**src/rtl/serial_add_scheduler_pkg.sv**
```systemverilog
// rtl/serial_add_scheduler_pkg.sv - shared state encoding and size defaults
package serial_add_scheduler_pkg;

  localparam int DEF_WIDTH   = 8;
  localparam int DEF_LATENCY = 8;

  typedef enum logic [2:0] {
    ST_IDLE  = 3'd0,
    ST_CLEAR = 3'd1,
    ST_LOAD  = 3'd2,
    ST_RUN   = 3'd3,
    ST_DONE  = 3'd4
  } state_t;

  function automatic logic [1:0] onehot2(input logic idx);
    return idx ? 2'b10 : 2'b01;
  endfunction

endpackage

```
**src/rtl/serial_add_scheduler_if.sv**
```systemverilog
// rtl/serial_add_scheduler_if.sv - bus between the scheduler and the shared serial adder
interface serial_add_scheduler_if
  import serial_add_scheduler_pkg::*;
#(
  parameter int WIDTH = DEF_WIDTH
) ();

  logic             add_reset;
  logic             add_load;
  logic [WIDTH-1:0] add_a;
  logic [WIDTH-1:0] add_b;
  logic [WIDTH-1:0] add_result;
  logic             add_carry;

  modport master (
    output add_reset, add_load, add_a, add_b,
    input  add_result, add_carry
  );

  modport slave (
    input  add_reset, add_load, add_a, add_b,
    output add_result, add_carry
  );

endinterface

```
**src/rtl/serial_add_scheduler_rr_arb2.sv**
```systemverilog
// rtl/serial_add_scheduler_rr_arb2.sv - two-way round-robin arbiter, combinational
module rr_arb2 (
  input  logic [1:0] req,
  input  logic       last,
  output logic [1:0] grant
);

  always_comb begin
    grant = 2'b00;
    case (req)
      2'b01:   grant = 2'b01;
      2'b10:   grant = 2'b10;
      2'b11:   grant = last ? 2'b01 : 2'b10;
      default: grant = 2'b00;
    endcase
  end

endmodule

```
**src/rtl/serial_add_scheduler.sv**
```systemverilog
// rtl/serial_add_scheduler.sv - time-shares one serial adder between two requesters
module serial_add_scheduler
  import serial_add_scheduler_pkg::*;
#(
  parameter int WIDTH   = DEF_WIDTH,
  parameter int LATENCY = DEF_LATENCY
) (
  input  logic                    clk,
  input  logic                    reset,
  input  logic [1:0]              req_i,
  input  logic [WIDTH-1:0]        a0_i,
  input  logic [WIDTH-1:0]        b0_i,
  input  logic [WIDTH-1:0]        a1_i,
  input  logic [WIDTH-1:0]        b1_i,
  output logic [1:0]              grant_o,
  output logic [1:0]              done_o,
  output logic [WIDTH:0]          sum_o,
  output logic                    busy_o,
  serial_add_scheduler_if.master  add_bus
);

  localparam int CW = $clog2(LATENCY + 1);

  state_t           state_q, state_d;
  logic [CW-1:0]    cnt_q, cnt_d;
  logic             last_q, last_d;
  logic             win_q, win_d;
  logic [WIDTH-1:0] a_q, a_d, b_q, b_d;
  logic [WIDTH:0]   sum_q, sum_d;
  logic [1:0]       arb_gnt;

  rr_arb2 u_arb (
    .req   (req_i),
    .last  (last_q),
    .grant (arb_gnt)
  );

  always_ff @(posedge clk) begin
    if (reset) begin
      state_q <= ST_IDLE;
      cnt_q   <= '0;
      last_q  <= 1'b1;
      win_q   <= 1'b0;
      a_q     <= '0;
      b_q     <= '0;
      sum_q   <= '0;
    end else begin
      state_q <= state_d;
      cnt_q   <= cnt_d;
      last_q  <= last_d;
      win_q   <= win_d;
      a_q     <= a_d;
      b_q     <= b_d;
      sum_q   <= sum_d;
    end
  end

  always_comb begin
    state_d = state_q;
    cnt_d   = cnt_q;
    last_d  = last_q;
    win_d   = win_q;
    a_d     = a_q;
    b_d     = b_q;
    sum_d   = sum_q;
    case (state_q)
      ST_IDLE: begin
        if (|req_i) begin
          win_d   = arb_gnt[1];
          a_d     = arb_gnt[0] ? a0_i : a1_i;
          b_d     = arb_gnt[0] ? b0_i : b1_i;
          state_d = ST_CLEAR;
        end
      end
      ST_CLEAR: state_d = ST_LOAD;
      ST_LOAD: begin
        cnt_d   = CW'(1);
        state_d = ST_RUN;
      end
      ST_RUN: begin
        // Result is sampled in the LATENCY-th cycle after the load cycle.
        if (cnt_q == CW'(LATENCY)) begin
          sum_d   = {add_bus.add_carry, add_bus.add_result};
          cnt_d   = '0;
          state_d = ST_DONE;
        end else begin
          cnt_d = cnt_q + CW'(1);
        end
      end
      ST_DONE: begin
        last_d  = win_q;
        state_d = ST_IDLE;
      end
      default: state_d = ST_IDLE;
    endcase
  end

  always_comb begin
    grant_o          = (state_q != ST_IDLE) ? onehot2(win_q) : 2'b00;
    done_o           = (state_q == ST_DONE) ? onehot2(win_q) : 2'b00;
    busy_o           = (state_q != ST_IDLE);
    sum_o            = sum_q;
    add_bus.add_reset = reset || (state_q == ST_CLEAR);
    add_bus.add_load  = (state_q == ST_LOAD);
    add_bus.add_a     = (state_q == ST_LOAD || state_q == ST_RUN) ? a_q : '0;
    add_bus.add_b     = (state_q == ST_LOAD || state_q == ST_RUN) ? b_q : '0;
  end

endmodule

```
**src/flat_wrapper.sv**
```systemverilog
// flat-port wrapper written by rule: the top's interface ports become plain ports
module serial_add_scheduler_flat import serial_add_scheduler_pkg::*;
#(
  parameter int WIDTH   = DEF_WIDTH,
  parameter int LATENCY = DEF_LATENCY
)
  (clk, reset, req_i, a0_i, b0_i, a1_i, b1_i, grant_o, done_o, sum_o, busy_o, add_bus_add_reset, add_bus_add_load, add_bus_add_a, add_bus_add_b, add_bus_add_result, add_bus_add_carry);
  serial_add_scheduler_if #(.WIDTH(WIDTH)) add_bus_i ();
  input  logic clk;
  input  logic reset;
  input  logic [1:0] req_i;
  input  logic [WIDTH-1:0] a0_i;
  input  logic [WIDTH-1:0] b0_i;
  input  logic [WIDTH-1:0] a1_i;
  input  logic [WIDTH-1:0] b1_i;
  output logic [1:0] grant_o;
  output logic [1:0] done_o;
  output logic [WIDTH:0] sum_o;
  output logic busy_o;
  output wire logic [$bits(add_bus_i.add_reset)-1:0] add_bus_add_reset;
  output wire logic [$bits(add_bus_i.add_load)-1:0] add_bus_add_load;
  output wire logic [$bits(add_bus_i.add_a)-1:0] add_bus_add_a;
  output wire logic [$bits(add_bus_i.add_b)-1:0] add_bus_add_b;
  input wire logic [$bits(add_bus_i.add_result)-1:0] add_bus_add_result;
  input wire logic [$bits(add_bus_i.add_carry)-1:0] add_bus_add_carry;
  assign add_bus_add_reset = add_bus_i.add_reset;
  assign add_bus_add_load = add_bus_i.add_load;
  assign add_bus_add_a = add_bus_i.add_a;
  assign add_bus_add_b = add_bus_i.add_b;
  assign add_bus_i.add_result = add_bus_add_result;
  assign add_bus_i.add_carry = add_bus_add_carry;
  serial_add_scheduler #(.WIDTH(WIDTH), .LATENCY(LATENCY)) u_core (.clk(clk), .reset(reset), .req_i(req_i), .a0_i(a0_i), .b0_i(b0_i), .a1_i(a1_i), .b1_i(b1_i), .grant_o(grant_o), .done_o(done_o), .sum_o(sum_o), .busy_o(busy_o), .add_bus(add_bus_i));
endmodule
```
**config.mk**
```make
export PLATFORM = sky130hd
export DESIGN_NAME = serial_add_scheduler_flat
export DESIGN_NICKNAME = d
export VERILOG_FILES = /design/src/rtl/serial_add_scheduler_pkg.sv /design/src/rtl/serial_add_scheduler_if.sv /design/src/rtl/serial_add_scheduler_rr_arb2.sv /design/src/rtl/serial_add_scheduler.sv /design/src/flat_wrapper.sv
export SDC_FILE = /design/constraint.sdc
export NUM_CORES = 1
export LEC_CHECK = 0
export ABC_CLOCK_PERIOD_IN_PS = 3500
export CORE_MARGIN = 3
export CORE_UTILIZATION = 45
export DETAILED_ROUTE_END_ITERATION = 12
export PLACE_DENSITY = 0.95
export SYNTH_ARGS = -nofsm -noshare
export SYNTH_HDL_FRONTEND = slang
export SYNTH_SLANG_ARGS = --single-unit
```
**constraint.sdc**
```tcl
create_clock -name clk -period 3.5 [get_ports clk]
set_input_delay 1.05 -clock clk [delete_from_list [all_inputs] [get_ports clk]]
set_output_delay 1.05 -clock clk [all_outputs]
set_load 0.05 [all_outputs]
```
==> impl_metrics.tcl <==
set metrics [dict create \
    via_count 1766 \
    routed_wl_um 4910 \
    fill_cells 246 \
    syn_area_mm2 0.00171 \
    synth_top_family_by_area "compound AO/OA/AOI/OAI gates" \
    yosys.area.top_type "dfxtp_1" \
    fin_area_mm2 0.00258 \
    gr-total-overflow 0 \
    cts_tree "built" \
    viasPerCell 5.35 \
    ios 77 \
    powerDensity_mw_per_mm2 375 \
    cts_buffer_depth 2 \
    synth_seq_cells 34 \
    rows 21 \
    final_cell_mix "clkdlybuf4s50_1 (75), nor2_1 (38), dfxtp_1 (34)" \
    cts_root_buf "clkbuf_8" \
    htreeDepth 2 \
    placed_area_mm2 0.00250 \
    place.gp.congestion 0.746 \
    firstDrtPassIters 5 \
    die_x_um 67.7 \
    port_buffers 76 \
    start_util_pct 48.9 \
    grt_pass1_wl_um 7730 \
    setup_violations 0 \
    fmax_ghz 0.321 \
    worst_slew_pin_slew_ps 729 \
    grt_usage_pct 22.1 \
    setup_tns_ps 0 \
    status "finished, final reports clean" \
    hold_class "flop to flop" \
    dieArea_mm2 0.00458 \
    fp.dieH_um 67.7 \
    numCtsBuffers 5 \
    critPathMaxFanout 13 \
    path_clk_slew_ps 70 \
    clock_sinks 34 \
    synth_compound_area_share_pct 27.7 \
    layout.nets 331 \
    synth-seq-area-share_pct 39.8 \
    crit_path_start_kind "flop" \
    cts_resized 0 \
    ir_drop_mv 0.278 \
    grt_setup_unrepaired "false" \
    cts_setup_buffers 0 \
    fin_crit_sh_pct 89.0 \
    antenna_found_initial 0 \
    area_growth_pct 50.6 \
    stdcell_count 330 \
    ys_types 33 \
    path_class "flop to output pin" \
    n_antenna_cell 0 \
    muxShareOfSynthArea_pct 0 \
    syn_nets 260 \
    drtAntennaViolNets 0 \
    hold_viol_final 0 \
    r2r_cells 5 \
    grt_pass1_vias 1766 \
    syn_avg_cell_area_um2 8.03 \
    slew_violations 0 \
    yosys.area_share.simple_pct 21.3 \
    period_needed_ps 3120 \
    drive_gt1_share_pct 8.80 \
    grt_max_degree 21 \
    wl_per_cell_um 14.9 \
    synth_top_area_share_pct 39.8 \
    critPathCaptureType "output pin" \
    placeableCoreArea_mm2 0.00349 \
    whs_path_depth 2 \
    synth_edf_count 0 \
    post-route-drc-count 0 \
    dp.cells 323 \
    arrival_ps 2070 \
    final_common_cell "clkdlybuf4s50_1" \
    totalPowerFinal_mw 0.966 \
    yosys_most_used_dff "dfxtp_1" \
    cts-hold-fix-buffers 0 \
    clk-insertion-delay-late_ps 290 \
    drv_cap 0 \
    cp.required_ps 2450 \
    synth_fa_ha_area_share_pct 1.46 \
    synthCells 213 \
    power_leakage_nw 0.915 \
    synth_xor_area_share_pct 0 \
    finalHoldWorstSlack_ps 462 \
    slew_headroom_pct 51.4 \
    first_iter_violations 98 \
    post-dp-hpwl_um 3550 \
    ys_async_sr_fraction_pct 0 \
    yosysWarnings 0 \
    clock_skew_ps 2.88 \
    synth_area_leaders "dfxtp_1 (40%), o32ai_2 (9.5%), a21oi_1 (8.8%), nor2_1 (8.3%), inv_1 (4.2%)" \
]
[flip-flops by register name, summed over array words and instances, names as in the netlist]
register	flops
u_core.win_q	1
u_core.state_q	3
u_core.sum_o	9
u_core.last_q	1
u_core.a_q	8
u_core.b_q	8
u_core.cnt_q	4
[kinds of logic after synthesis]
family                   after synthesis
buffers and inverters                 39
flip-flops                            34
AND/OR/NAND/NOR                       74
adder cells (fa/ha/maj)                2
AO/OA/AOI/OAI                         64
[layer usage]
metal	global-route usage (%)	part of all wire [%]	up-vias
met5	0	0	-
met4	7.85	1.8	0
met3	5.32	4.0	11
met2	39.7	54	48
met1	25.1	40	830
li1	-	-	877
[area by class of cell]
class | count | area [um^2] | area share (%)
inverters | 20 | 75.1 | 2.91
flip-flops and latches | 34 | 681 | 26.4
well taps | 46 | 57.6 | 2.23
multi-input cells | 140 | 863 | 33.5
repair buffers | 83 | 823 | 32.0
clock buffers | 7 | 76.3 | 2.96
[worst max-delay path, stage by stage, from the launching register on]
cell and delay (ps):
dfxtp_1 320, nand2b_1 280, buf_4 260, nor2_1 90, clkdlybuf4s50_1 830
[final timing paths]
path	endpoint	slack, ps	start
max reg2reg	u_core.a_q[7]	1540	u_core.state_q[2]
min	u_core.a_q[3]	460	u_core.a_q[3]
min reg2reg	u_core.a_q[3]	460	u_core.a_q[3]
max	add_bus_add_b[6]	380	u_core.state_q[2]
[cell usage after synthesis (all sizes together) (2+ instances only)]
library cell  instances
dfxtp                34
ha                    2
nand4b                2
buf                   7
o32ai                16
o21bai                2
or3                   3
clkbuf               12
nor3                  3
and3b                 2
a21oi                30
nand3b                2
nand2                 5
nand2b                4
nand3                10
o21ai                11
inv                  20
nor2                 38
[report_power, final]
| group | switching, mW | leakage, nW | internal, mW |
|---|---|---|---|
| clock | 0.135 | 0.0383 | 0.137 |
| combinational | 0.148 | 0.599 | 0.121 |
| sequential | 0.0127 | 0.277 | 0.412 |
| total | 0.296 | 0.915 | 0.670 |
[stage by stage]
stage | util (%) | worst slack [ps]
4_1_cts | 73.7 | 378
3_3_place_gp | 71.5 | 595
6_report | 73.7 | 385
3_5_place_dp | 71.5 | 576
2_1_floorplan | - | 686
5_1_grt | 73.7 | 263
Note: power is estimated with default switching activity, not from simulation.
